==> src/rtl/cpu_oci_trace_capture.sv <==
// cpu_oci_trace_capture
//   Capture buffer for OCI debug-trace (DCT) words. Strobed trace words and
//   their fragment counts go into a show-ahead FIFO, which drains over a
//   valid/ready port. On test_ending, capture stops, the FIFO drains, and a
//   sticky test_has_ended flag is raised.
//
// Ports
//   clk, reset      : single rising-edge clock, synchronous active-high reset
//   dct_valid       : capture strobe for dct_buffer / dct_count
//   dct_buffer      : trace word (DATA_W)
//   dct_count       : fragments in the word; 0 means an empty word (ignored)
//   test_ending     : request end of capture (level or pulse)
//   out_data/count  : head-of-FIFO word and count (zero while empty)
//   out_valid       : FIFO not empty
//   out_ready       : sink accepts the head when out_valid=1
//   fill_level      : entries held, 0..DEPTH
//   overflow_cnt    : dropped/evicted words, saturating
//   test_has_ended  : sticky end-of-test flag
module cpu_oci_trace_capture #(
    parameter int unsigned DATA_W    = 30,
    parameter int unsigned COUNT_W   = 4,
    parameter int unsigned DEPTH     = 16,
    parameter int unsigned ADDR_W    = 4,
    parameter int unsigned OVERWRITE = 0,
    parameter int unsigned OVF_W     = 16
) (
    input  logic               clk,
    input  logic               reset,
    input  logic               dct_valid,
    input  logic [DATA_W-1:0]  dct_buffer,
    input  logic [COUNT_W-1:0] dct_count,
    input  logic               test_ending,
    output logic [DATA_W-1:0]  out_data,
    output logic [COUNT_W-1:0] out_count,
    output logic               out_valid,
    input  logic               out_ready,
    output logic [ADDR_W:0]    fill_level,
    output logic [OVF_W-1:0]   overflow_cnt,
    output logic               test_has_ended
);

    typedef enum logic [1:0] {
        ST_RUN,
        ST_DRAIN,
        ST_ENDED
    } state_t;

    localparam logic [ADDR_W:0] FULL_LVL = (ADDR_W + 1)'(DEPTH);
    localparam logic            OVW      = (OVERWRITE != 0);

    state_t             r_state;
    logic [DATA_W-1:0]  r_mem_data [DEPTH];
    logic [COUNT_W-1:0] r_mem_cnt  [DEPTH];
    logic [ADDR_W-1:0]  r_wr_ptr;
    logic [ADDR_W-1:0]  r_rd_ptr;
    logic [ADDR_W:0]    r_fill;
    logic [OVF_W-1:0]   r_ovf;
    logic               r_ended;

    logic w_valid;
    logic w_full;
    logic w_push;
    logic w_pop;
    logic w_ovf;
    logic w_wr;
    logic w_rd_adv;

    always_comb begin
        w_valid  = (r_fill != '0);
        w_full   = (r_fill == FULL_LVL);
        w_push   = (r_state == ST_RUN) && dct_valid && (dct_count != '0);
        w_pop    = w_valid && out_ready;
        // A push into a full FIFO only overflows when no pop frees a slot.
        w_ovf    = w_push && w_full && !w_pop;
        w_wr     = w_push && (!w_ovf || OVW);
        // In overwrite mode an overflowing push evicts the oldest entry.
        w_rd_adv = w_pop || (w_ovf && OVW);
    end

    // Storage needs no reset: entries are only visible while counted by r_fill.
    always_ff @(posedge clk) begin
        if (w_wr && !reset) begin
            r_mem_data[r_wr_ptr] <= dct_buffer;
            r_mem_cnt[r_wr_ptr]  <= dct_count;
        end
    end

    always_ff @(posedge clk) begin
        if (reset) begin
            r_wr_ptr <= '0;
            r_rd_ptr <= '0;
            r_fill   <= '0;
            r_ovf    <= '0;
            r_ended  <= 1'b0;
            r_state  <= ST_RUN;
        end else begin
            if (w_wr) begin
                r_wr_ptr <= r_wr_ptr + 1'b1;
            end
            if (w_rd_adv) begin
                r_rd_ptr <= r_rd_ptr + 1'b1;
            end
            // Eviction pairs a write with a read advance, leaving occupancy unchanged.
            if (w_wr && !w_rd_adv) begin
                r_fill <= r_fill + 1'b1;
            end else if (!w_wr && w_rd_adv) begin
                r_fill <= r_fill - 1'b1;
            end
            if (w_ovf && (r_ovf != '1)) begin
                r_ovf <= r_ovf + 1'b1;
            end

            case (r_state)
                ST_RUN: begin
                    if (test_ending) begin
                        r_state <= ST_DRAIN;
                    end
                end
                ST_DRAIN: begin
                    if (r_fill == '0) begin
                        r_state <= ST_ENDED;
                        r_ended <= 1'b1;
                    end
                end
                ST_ENDED: begin
                    r_ended <= 1'b1;
                end
                default: begin
                    r_state <= ST_RUN;
                end
            endcase
        end
    end

    always_comb begin
        out_valid      = w_valid;
        out_data       = w_valid ? r_mem_data[r_rd_ptr] : '0;
        out_count      = w_valid ? r_mem_cnt[r_rd_ptr]  : '0;
        fill_level     = r_fill;
        overflow_cnt   = r_ovf;
        test_has_ended = r_ended;
    end

endmodule

==> config.mk <==
export PLATFORM = sky130hd
export DESIGN_NAME = cpu_oci_trace_capture
export DESIGN_NICKNAME = d
export VERILOG_FILES = /design/src/rtl/cpu_oci_trace_capture.sv
export SDC_FILE = /design/constraint.sdc
export NUM_CORES = 1
export LEC_CHECK = 0
export ABC_AREA = 1
export CAP_MARGIN = 20
export CORE_MARGIN = 2
export CORE_UTILIZATION = 28
export CTS_BUF_LIST = sky130_fd_sc_hd__clkbuf_8
export CTS_CLUSTER_DIAMETER = 30
export DETAILED_ROUTE_END_ITERATION = 8
export SLEW_MARGIN = 40
export SYNTH_ARGS = -nofsm -noshare
export SYNTH_HDL_FRONTEND = slang
export SYNTH_SLANG_ARGS = --single-unit
==> constraint.sdc <==
create_clock -name clk -period 3.9 [get_ports clk]
set_input_delay 0.585 -clock clk [delete_from_list [all_inputs] [get_ports clk]]
set_output_delay 0.585 -clock clk [all_outputs]
set_load 0.1 [all_outputs]
### Word-level counts from Yosys, hierarchy flattened

Memory sizes are Yosys's and may differ from the RTL's. A register that Yosys moved wholly into a read port is not among the register bits.
Index checks and enable logic that the tools add are counted.

| cells by class | value |
|---|---|
| $add $sub $neg | 5 |
| multipliers | 0 |
| div/mod/pow operators | 0 |
| magnitude comparators | 0 |
| eq/ne operators | 6 |
| shift-type cells | 0 |
| mux-type cells | 15 |
| bitwise logic cells | 1 |
| reduce and logical (&&, ||, !) cells | 22 |

Operator list:

| kind | count |
|---|---|
| two-way mux 30 bit | 1 |
| two-way mux 4 bit | 5 |
| adder 16 x 1 -> 16 bit, second input constant | 1 |
| inequality test 16 bit, second input constant | 1 |
| logical AND 1 bit | 10 |
| two-way mux 5 bit | 2 |
| adder 4 x 1 -> 4 bit, second input constant | 2 |
| one-hot mux 2 bit (3 select lines) | 1 |
| adder 5 x 1 -> 5 bit, second input constant | 1 |
| == test 5 bit, second input constant | 1 |
| logical NOT 5 bit | 1 |
| nonzero test 5 bit | 1 |
| subtractor 5 x 1 -> 5 bit, second input constant | 1 |
| logical NOT 1 bit | 4 |
| two-way mux 2 bit | 2 |
| inequality test 2 bit, second input constant | 2 |
| nonzero test 2 bit | 2 |
| nonzero test 4 bit | 1 |
| two-way mux 1 bit | 3 |
| AND reduction 3 bit | 1 |
| == test 2 x 1 -> 1 bit, second input constant | 1 |
| == test 2 bit, second input constant | 1 |
| logical NOT 2 bit | 1 |
| one-hot mux 1 bit (2 select lines) | 1 |
| 2 further kinds | 2 |

| storage, ports and cells | value |
|---|---|
| register bits | 32 |
| bits in latches | 0 |
| bits in writable memories | 544 |
| bits in read-only memories | 0 |
| bits of input ports | 39 |
| output and inout port bits | 57 |
| word-level logic and storage cells | 57 |
| memories | 2 |

Memories:

| name | words | width | read ports | clocked after memory_dff | write ports | RTL line | source |
|---|---|---|---|---|---|---|---|
| r_mem_data | 16 | 30 | 1 | 1 | 1 | 52 | `logic [DATA_W-1:0] r_mem_data [DEPTH];` |
| r_mem_cnt | 16 | 4 | 1 | 1 | 1 | 53 | `logic [COUNT_W-1:0] r_mem_cnt [DEPTH];` |

### Logic depth before layout (Yosys ltp)

Gate-level depths: netlist of the first run.

| logic depth | value |
|---|---|
| depth after elaboration | 11 |
| depth in mapped cells | 15 |
| depth with buffers taken out | 15 |

### Worst setup path after synthesis of the first run

Ideal clock, no wire load.

| timing | value |
|---|---|
| path kind | register -> output |
| start point | reg r_fill[0], in the netlist fill_level[0] |
| end point | out out_data[10] |
| arrival | 4.224 ns |
| data required time | 3.315 ns |
| slack | -0.909 ns |
| cell stages (with the launch flop) | 6 |
| path through | dfxtp_1 > nor2_1 > nand3_1 > clkinv_1 > buf_1 > a21oi_1 |

| on the way | value |
|---|---|
| longest elaborated chain between the ends | 2 |

RTL lines:

| element | RTL line | source |
|---|---|---|
| from (decl) | 56 | `logic [ADDR_W:0] r_fill;` |
| from (signal assigned) | 105 | `r_fill <= r_fill + 1'b1;` |
| from (signal assigned) | 107 | `r_fill <= r_fill - 1'b1;` |
| nonzero test 5 bit | 69 | `w_valid = (r_fill != '0);` |
| net out_valid | 35 | `output logic out_valid,` |
| two-way mux 30 bit | 137 | `out_data = w_valid ? r_mem_data[r_rd_ptr] : '0;` |
| to (decl) | 33 | `output logic [DATA_W-1:0] out_data,` |

The timed path passes the listed nets, and every way through them passes these cells.

==> results of run 1 <==
==> sequential cells by signal (all words and copies together) (netlist names), named ones only <==
name	flops
r_rd_ptr	4
overflow_cnt	16
r_mem_cnt	64
test_has_ended	1
fill_level	5
r_state	2
r_wr_ptr	4
r_mem_data	480
==> cell families (layout without fill, tap and decap cells) <==
logic type	after synthesis	count (layout)	synth area share, %
and+or+nand+nor	1272	1272	22.66
adders and majority gates	11	11	0.6112
buffers and inverters	162	387	3.320
AOI/OAI and AO/OA	67	67	1.433
xor gates and xnor gates	4	4	0.1476
other	0	1	0
DFF	580	580	71.83
==> metal layers <==
layer  share of wire (%)  vias up  track usage, %
met1                  43     7621           17.17
met2                  50      423           23.96
met4                 2.3        0           5.126
met5                   0        -               0
met3                 4.8       94           2.105
li1                    -     7594               -
==> synth_stat cells (all sizes together) <==
cell | number | area share, %
ha | 10 | 0.53
nor2 | 70 | 1.2
xor2 | 3 | 0.11
clkinv | 2 | 0.032
a21o | 1 | 0.032
o21ai | 14 | 0.30
nor3 | 4 | 0.084
or2 | 1 | 0.026
nand3 | 427 | 9.0
o211ai | 1 | 0.032
a21oi | 51 | 1.1
nand2 | 758 | 12
xnor2 | 1 | 0.037
inv | 40 | 0.63
fa | 1 | 0.084
nand4 | 12 | 0.34
edfxtp | 544 | 69
buf | 93 | 2.2
dfxtp | 36 | 3.0
clkbuf | 27 | 0.43
==> cell usage in the layout, fill, tap and decap left out, drive strengths merged <==
cell | Yosys | layout
a21o | 1 | 1
ha | 10 | 10
nor3 | 4 | 4
o211ai | 1 | 1
fa | 1 | 1
clkdlybuf4s50 | 0 | 38
xor2 | 3 | 3
or2 | 1 | 1
clkinvlp | 0 | 8
nor2 | 70 | 70
diode | 0 | 1
nand2 | 758 | 758
dfxtp | 36 | 36
o21ai | 14 | 14
a21oi | 51 | 51
buf | 93 | 106
clkbuf | 27 | 113
clkinv | 2 | 39
bufinv | 0 | 12
inv | 40 | 71
nand4 | 12 | 12
edfxtp | 544 | 544
xnor2 | 1 | 1
nand3 | 427 | 427
==> final timing paths <==
check	from	end	slack, ns	cells after the start
setup / recovery	flop	out_data[0]	0.34	9
hold / removal	test_has_ended	test_has_ended	0.47	2
setup reg to reg	fill_level[0]	fill_level[4]	1.30	13
hold reg to reg	test_has_ended	test_has_ended	0.47	2
==> per-stage QoR <==
stage | hold WS (ns) | instance area (um^2)
floorplan | 0.4468 | 24100
global placement | 0.4615 | 26980
detailed placement | 0.4624 | 26870
CTS | 0.4790 | 29190
global route | 0.5063 | 29200
finish | 0.4721 | 29200
==> layout make-up <==
cell class	instances	area, um^2
tap	1134	1419
fill	8252	54620
sequential	580	17070
clock inverter	88	767.0
antenna	1	2.502
clock buffer	113	1555
multi-input combinational	1354	6379
inverter	42	181.4
timing repair buffer	144	1832
==> report_power, final <==
part	total [mW]	switching (mW)	internal, mW	leakage [nW]
Sequential	7.06	0.136	6.93	5.19
Combinational	7.26	5.05	2.21	4.00
Clock	6.17	2.63	3.53	1.26
==> worst max-delay path: cells and delay by family (launching register included) <==
| family | cells | cell delay [ns] |
|---|---|---|
| AOI/OAI and AO/OA | 1 | 0.32 |
| buffers and inverters | 3 | 0.86 |
| DFF | 1 | 0.54 |
| and+or+nand+nor | 5 | 0.47 |
==> timing repair <==
action / in CTS / in global routing
resized for setup: 0 / 2
setup buffers: 0 / 0
setup endpoints to repair: 0 / 5
==> metrics.cfg, run 1 <==
[global_routing]
groute.usage.overall_pct = 13.74
grt_pass1_wl_mm = 92.41
grt_pass1_vias = 15682
initial_antenna_violation_count = 2
grt_max_degree = 137
grt-ovfl-total = 0

[critical_path]
criticalPathCategory = reg -> out
timing.critical_path.slowest_cell_delay_ns = 0.54
worst-endpoint-arrival_ns = 2.97
setup.worst_path.start_class = flop
critPathCaptureType = primary output
cp_common_cell = sky130_fd_sc_hd__nand2_1
critPathMaxFanout = 80
cp.required_ns = 3.31
crit_chain = inv_16 -> buf_12 -> nand2_1 -> nand3_1 -> nand3_1 -> nand2_1 -> nand2_1 -> a21oi_2 -> buf_12
critical_path_top_delay_cell = sky130_fd_sc_hd__dfxtp_4

[timing]
max_freq_mhz = 281.2
final.min_clock_period_ns = 3.556
post-route-worst-setup-slack_ns = 0.3443
setup_total_negative_slack_ns = 0
timing.final.crit_share_pct = 91.17
unrepaired_setup_endpoints_after_global_routing = no
max_slew_vio_count = 0
worst_slew_margin_rel_pct = 42.53
worst_clock_skew_ns = 0.04067
hold_viol = 0
setup_violations = 0
worstMarginPinSlew_ns = 0.8620

[drt]
drt.antenna.violating_nets = 0
detailroute.via_count = 15732
wl_per_cell_um = 17.24
wirelength_mm = 59.58
remaining_drc_errors = 0
post_drt_via_cell_ratio = 4.552
drt_iter0_drc = 1127
drt_first_pass_iters = 7

[place]
place.detailed.hpwl_mm = 32.84
finalWeightedCongestion = 0.7596
number_of_buffer_cells_added_on_primary_ports = 95
detailedPlace.worstSlack_ns = 0.7473
placed_cells = 3254

[finish]
final_core_util_pct = 34.84
area_growth_pct = 22.99
num-nets-final = 2280
drive_above_1_share_pct = 14.69
instances_no_fill = 3456

[clock_tree]
post_cts_hold_buffer_count = 0
cts_tree = built
cts_num_sinks = 580
clock_path_buffers = 3
cts_root_buffer = sky130_fd_sc_hd__clkbuf_8
inserted_clock_buffers = 108
clk_latency_ns = 0.72
clkSlewWorstSetupHoldPaths_ns = 0.06
cts.htree.levels = 3

[logic_synthesis]
yosys_register_bits = 580
synth_sequential_area_ratio_pct = 71.83
synthesis.instances = 2096
average_cell_area_after_synthesis_um2 = 11.33
synth_cell_type_count = 29
synth_area_um2 = 23750
synthesis.yosys.warnings = 0
mappedNetlistNets = 2146

[flow_run]
number_of_max_capacitance_violations_reported = 0

[die]
floorplan.rows = 106
die_height_um = 295.2
design.core.area_um2 = 83820
floorplan.die_area_um2 = 87150
die_x_um = 295.2
floorplan.initialDensity_pct = 28.33
io_pins = 96

[min_path]
min_path_type = reg -> reg

[pwr]
ir_drop_uv = 383.7
fin_total_pwr_mw = 20.49
leakage_nw = 10.44
power.density_cell_area_nw_per_um2 = 701.6

[status]
run_status = complete, no violations

No activity file was read; power rests on OpenSTA's default activity.
==> inputs of run 2 (changes only) <==
--- a/config.mk
+++ b/config.mk
@@ -7,6 +7,7 @@
 export LEC_CHECK = 0
 export ABC_AREA = 1
 export CAP_MARGIN = 20
+export CORE_ASPECT_RATIO = 2
 export CORE_MARGIN = 2
 export CORE_UTILIZATION = 28
 export CTS_BUF_LIST = sky130_fd_sc_hd__clkbuf_8
==> run 2 against run 1 <==
Register-to-register slack improved by 0.06 ns. Utilization fell by 1.4 points. Clock skew fell by 0.014 ns. Global-route usage rose by 0.57 points. Routed wire length rose by 4.1%. Worst setup slack got worse by 0.011 ns. Non-clock buffer count fell by 3. Critical path type unchanged. Largest power group unchanged.
==> metrics.cfg, run 2 (synthesis gave the netlist of run 1 again) <==
[clock_tree]
cts.htree.levels = 3
clk_latency_ns = 0.69
cts_root_buffer = sky130_fd_sc_hd__clkbuf_8
cts_setup_buffers = 0
clock_path_buffers = 3
inserted_clock_buffers = 82
cts_tree = built
cts_num_sinks = 580
clkSlewWorstSetupHoldPaths_ns = 0.07
post_cts_hold_buffer_count = 0
post_cts.resized_instances = 0

[critical_path]
cp_buf_inv_count = 2
setup.worst_path.start_class = flop
critPathCaptureType = primary output
critical_path_top_delay_cell = sky130_fd_sc_hd__buf_4
cp.required_ns = 3.31
path_delay_family = buffers and inverters
worst-endpoint-arrival_ns = 2.98
crit_chain = buf_4 -> nand3_1 -> nand2_1 -> nand2_1 -> a21oi_4 -> buf_4
timing.critical_path.slowest_cell_delay_ns = 0.65
criticalPathCategory = reg -> out
critPathMaxFanout = 48

[timing]
max_freq_mhz = 280.4
timing.final.crit_share_pct = 91.46
worst_hold_slack_ns = 0.4803
setup_violations = 0
worst_clock_skew_ns = 0.02628
worstMarginPinSlew_ns = 0.8202
setup_total_negative_slack_ns = 0
max_slew_vio_count = 0
worst_slew_margin_rel_pct = 45.15
hold_viol = 0
final.min_clock_period_ns = 3.567
unrepaired_setup_endpoints_after_global_routing = no

[place]
place.detailed.hpwl_mm = 35.90
number_of_buffer_cells_added_on_primary_ports = 95
finalWeightedCongestion = 0.7728

[die]
floorplan.initialDensity_pct = 28.12
floorplan.die_area_um2 = 87290
die_x_um = 209.9
die_height_um = 415.8
floorplan.rows = 151
design.core.area_um2 = 84450
io_pins = 96

[flow_run]
number_of_max_capacitance_violations_reported = 0

[pwr]
power.density_cell_area_nw_per_um2 = 673.3
leakage_nw = 10.03
ir_drop_uv = 805.4

[drt]
post_drt_via_cell_ratio = 4.680
drt_first_pass_iters = 7
remaining_drc_errors = 0
wl_per_cell_um = 18.59
drt_iter0_drc = 1152
drt.antenna.violating_nets = 0
wirelength_mm = 62.00
detailroute.via_count = 15607

[finish]
area_growth_pct = 19.11
final_core_util_pct = 33.49
mostFrequentLayoutCells = sky130_fd_sc_hd__nand2_1 (756), sky130_fd_sc_hd__edfxtp_1 (544), sky130_fd_sc_hd__nand3_1 (425), sky130_fd_sc_hd__clkbuf_8 (85), sky130_fd_sc_hd__inv_1 (52)
largest_reg_flops = 480
largest_register = r_mem_data
drive_above_1_share_pct = 12.99
num-nets-final = 2251
layout_commonest_cell = sky130_fd_sc_hd__nand2_1

[global_routing]
initial_antenna_violation_count = 1
grt-ovfl-total = 0
groute.usage.overall_pct = 14.30
grt_pass1_wl_mm = 94.18
grt_pass1_vias = 15849
grt_max_degree = 144

[status]
run_status = complete, no violations

[min_path]
min_path_type = reg -> reg

==> run 2: cell types whose count changed in the layout (fill, tap and decap cells not counted), sizes merged <==
cell / delta
buf: -3
bufinv: -5
clkbuf: -28
inv: -7
clkinvlp: -1
clkinv: -14
==> run 2: path summary, 6_finish.rpt <==
kind,from,to,slack [ns],cells after the start
max,flop,out_data[13],0.33,6
max reg2reg,fill_level[0],fill_level[4],1.36,13
min reg2reg,test_has_ended,test_has_ended,0.48,2
min,test_has_ended,test_has_ended,0.48,2
==> run 2: cell type report <==
type / count / area, um^2
multi-input cells: 1354 / 6379
clock inverters: 61 / 514.2
fillers: 8180 / 56170
inverters: 42 / 173.9
repair buffers: 141 / 1634
flip-flops and latches: 580 / 17070
diodes: 1 / 2.502
well taps: 1071 / 1340
clock buffers: 85 / 1170
==> run 2: stage by stage <==
stage | std cells | total power [mW] | setup slack [ns] | area (um^2)
final | 3335 | 19.04 | 0.3332 | 28280
after global routing | 3335 | 19.92 | 0.1463 | 28280
after CTS | 3334 | 19.27 | 0.2377 | 28280
after detailed placement | 3188 | 14.30 | 0.4946 | 26600
after global placement | 3188 | 14.31 | 0.4891 | 26710
after floorplan | 2096 | 12.10 | 0.04492 | 24100
==> run 2: power by group <==
part | total [mW] | internal (mW) | switching [mW] | leakage, nW
Sequential | 7.01 | 6.92 | 0.0917 | 5.19
Combinational | 7.07 | 1.98 | 5.09 | 3.94
Clock | 4.96 | 2.54 | 2.41 | 0.904
==> run 2: worst reg2reg max path: stages (launching register included) <==
cell and delay [ns]:
sky130_fd_sc_hd__dfxtp_1 0.47, sky130_fd_sc_hd__nor2_1 0.13, sky130_fd_sc_hd__nand3_2 0.16, sky130_fd_sc_hd__nand3_1 0.27
sky130_fd_sc_hd__inv_1 0.19, sky130_fd_sc_hd__ha_1 0.20, sky130_fd_sc_hd__inv_1 0.10, sky130_fd_sc_hd__fa_1 0.41
sky130_fd_sc_hd__nand2_1 0.08, sky130_fd_sc_hd__nand2_1 0.05, sky130_fd_sc_hd__o21ai_0 0.09, sky130_fd_sc_hd__xor2_1 0.17
sky130_fd_sc_hd__nand2_1 0.06, sky130_fd_sc_hd__a21oi_1 0.11
==> run 2: per-layer routing <==
metal / up-vias / track usage, % / part of all wire [%]
li1: 7502 / - / -
met1: 7568 / 15.50 / 38
met2: 418 / 27.07 / 55
met3: 119 / 2.569 / 4.9
met4: 0 / 5.842 / 3.0
met5: - / 0 / 0
==> inputs of run 3 (changes only) <==
--- a/config.mk
+++ b/config.mk
@@ -13,7 +13,7 @@
 export CTS_BUF_LIST = sky130_fd_sc_hd__clkbuf_8
 export CTS_CLUSTER_DIAMETER = 30
 export DETAILED_ROUTE_END_ITERATION = 8
-export SLEW_MARGIN = 40
 export SYNTH_ARGS = -nofsm -noshare
 export SYNTH_HDL_FRONTEND = slang
 export SYNTH_SLANG_ARGS = --single-unit
+export TNS_END_PERCENT = 20
==> run 3 against run 2 <==
Flip-flop and latch count unchanged. Die area unchanged. Worst setup slack improved by 0.019 ns. Routed wire length is 0.28% lower. Sequential share of layout area down 0.24 points. Sequential power is essentially flat. Largest power group unchanged.
==> metrics.cfg, run 3 (synthesis gave the netlist of run 1 again) <==
[die]
design.core.area_um2 = 84450
floorplan.rows = 151
io_pins = 96
floorplan.initialDensity_pct = 28.12
floorplan.die_area_um2 = 87290
die_height_um = 415.8
die_x_um = 209.9

[critical_path]
critPathMaxFanout = 48
worst-endpoint-arrival_ns = 2.96
r2r_cells = 13
setup.worst_path.start_class = flop
criticalPathCategory = reg -> out
cp.required_ns = 3.31
critPathCaptureType = primary output

[clock_tree]
cts_num_sinks = 580
inserted_clock_buffers = 81
post_cts_hold_buffer_count = 0
cts.htree.levels = 3
post_cts.resized_instances = 0
cts_root_buffer = sky130_fd_sc_hd__clkbuf_8
clock_path_buffers = 3
clkSlewWorstSetupHoldPaths_ns = 0.07
cts_tree = built
cts_setup_buffers = 0
clk_latency_ns = 0.70

[min_path]
min_path_type = reg -> reg
min_delay_path_depth = 2

[pwr]
p_int_mw = 11.42
power.net_switching_mw = 7.622
swShare_pct = 40.02
power.density_cell_area_nw_per_um2 = 670.7
power_frac_seq_pct = 36.8
power.share.clock_pct = 25.9
leakage_nw = 9.982
fin_total_pwr_mw = 19.04
ir_drop_uv = 803.8
p_comb_share_pct = 37.3

[place]
finalWeightedCongestion = 0.7728
number_of_buffer_cells_added_on_primary_ports = 95
place.detailed.hpwl_mm = 35.84

[global_routing]
grt_pass1_wl_mm = 93.87
grt-ovfl-total = 0
groute.usage.overall_pct = 14.23
grt_max_degree = 144
initial_antenna_violation_count = 2
grt_pass1_vias = 15787

[drt]
wl_per_cell_um = 18.54
drt_iter0_drc = 1199
drt_first_pass_iters = 5
wirelength_mm = 61.82
remaining_drc_errors = 0
post_drt_via_cell_ratio = 4.668
detailroute.via_count = 15567
drt.antenna.violating_nets = 0

[timing]
setup_violations = 0
setup_total_negative_slack_ns = 0
unrepaired_setup_endpoints_after_global_routing = no
max_slew_vio_count = 0
hold_viol = 0
timing.final.crit_share_pct = 90.97
final.min_clock_period_ns = 3.548
worst_slew_margin_rel_pct = 32.97
worst_clock_skew_ns = 0.03811
max_freq_mhz = 281.9
worstMarginPinSlew_ns = 1.002

[finish]
final.fill_count = 8154
area_growth_pct = 19.58
drive_above_1_share_pct = 11.84
mostFrequentLayoutCells = sky130_fd_sc_hd__nand2_1 (756), sky130_fd_sc_hd__edfxtp_1 (544), sky130_fd_sc_hd__nand3_1 (425), sky130_fd_sc_hd__clkbuf_8 (81), sky130_fd_sc_hd__clkdlybuf4s50_1 (61)
largest_register = r_mem_data
largest_reg_flops = 480
num-nets-final = 2250
layout_commonest_cell = sky130_fd_sc_hd__nand2_1

[flow_run]
number_of_max_capacitance_violations_reported = 0

[status]
run_status = complete, no violations

-- run 3: power by group through the flow --
stage	Combinational (mW)	Sequential, mW	Clock, mW
CTS	7.20	7.01	5.07
floorplan	4.82	7.28	0
detailed placement	7.18	7.15	0
global route	7.60	7.02	5.30
global placement	7.16	7.14	0
finish	7.09	7.01	4.94
-- run 3: per-layer routing --
metal / GRT usage (%) / vias up / wire length, um
met4: 5.530 / 2 / 1842
met1: 15.52 / 7565 / 23590
li1: - / 7500 / -
met2: 27.05 / 387 / 33760
met5: 0 / - / 7
met3: 2.410 / 113 / 2617
-- run 3: area by class of cell --
cell class,count,area [um^2],share of cell area (%)
clock inverters,65,568.0,2.001
repair buffers,141,1749,6.160
well taps,1071,1340,4.720
flip-flops and latches,580,17070,60.12
multi-input cells,1354,6379,22.47
clock buffers,81,1115,3.926
inverters,42,171.4,0.6037
diodes,1,2.502,0.008813
-- run 3: path summary, 6_finish.rpt --
path / end / slack [ns] / start
max: out_data[13] / 0.35 / flop
min: flop / 0.48 / r_rd_ptr[2]
max reg2reg: fill_level[4] / 1.32 / fill_level[0]
min reg2reg: flop / 0.48 / r_rd_ptr[2]
-- run 3: worst max-delay path, stage by stage, from the launching register on --
cell	delay [ns]
sky130_fd_sc_hd__dfxtp_4	0.57
sky130_fd_sc_hd__buf_4	0.64
sky130_fd_sc_hd__nand3_1	0.23
sky130_fd_sc_hd__nand2_1	0.15
sky130_fd_sc_hd__nand2_1	0.10
sky130_fd_sc_hd__a21oi_4	0.22
sky130_fd_sc_hd__buf_4	0.32
-- run 3: stage by stage --
stage | setup WS [ns] | area (um^2) | utilization [%] | std cells | hold slack [ns]
after floorplan | 0.04492 | 24100 | - | 2096 | 0.4468
after global placement | 0.4891 | 26710 | 31.63 | 3188 | 0.4652
after detailed placement | 0.4779 | 26710 | 31.63 | 3188 | 0.4719
after CTS | 0.2280 | 28390 | 33.62 | 3334 | 0.4786
after global routing | 0.1819 | 28390 | 33.62 | 3335 | 0.5084
final | 0.3522 | 28390 | 33.62 | 3335 | 0.4835
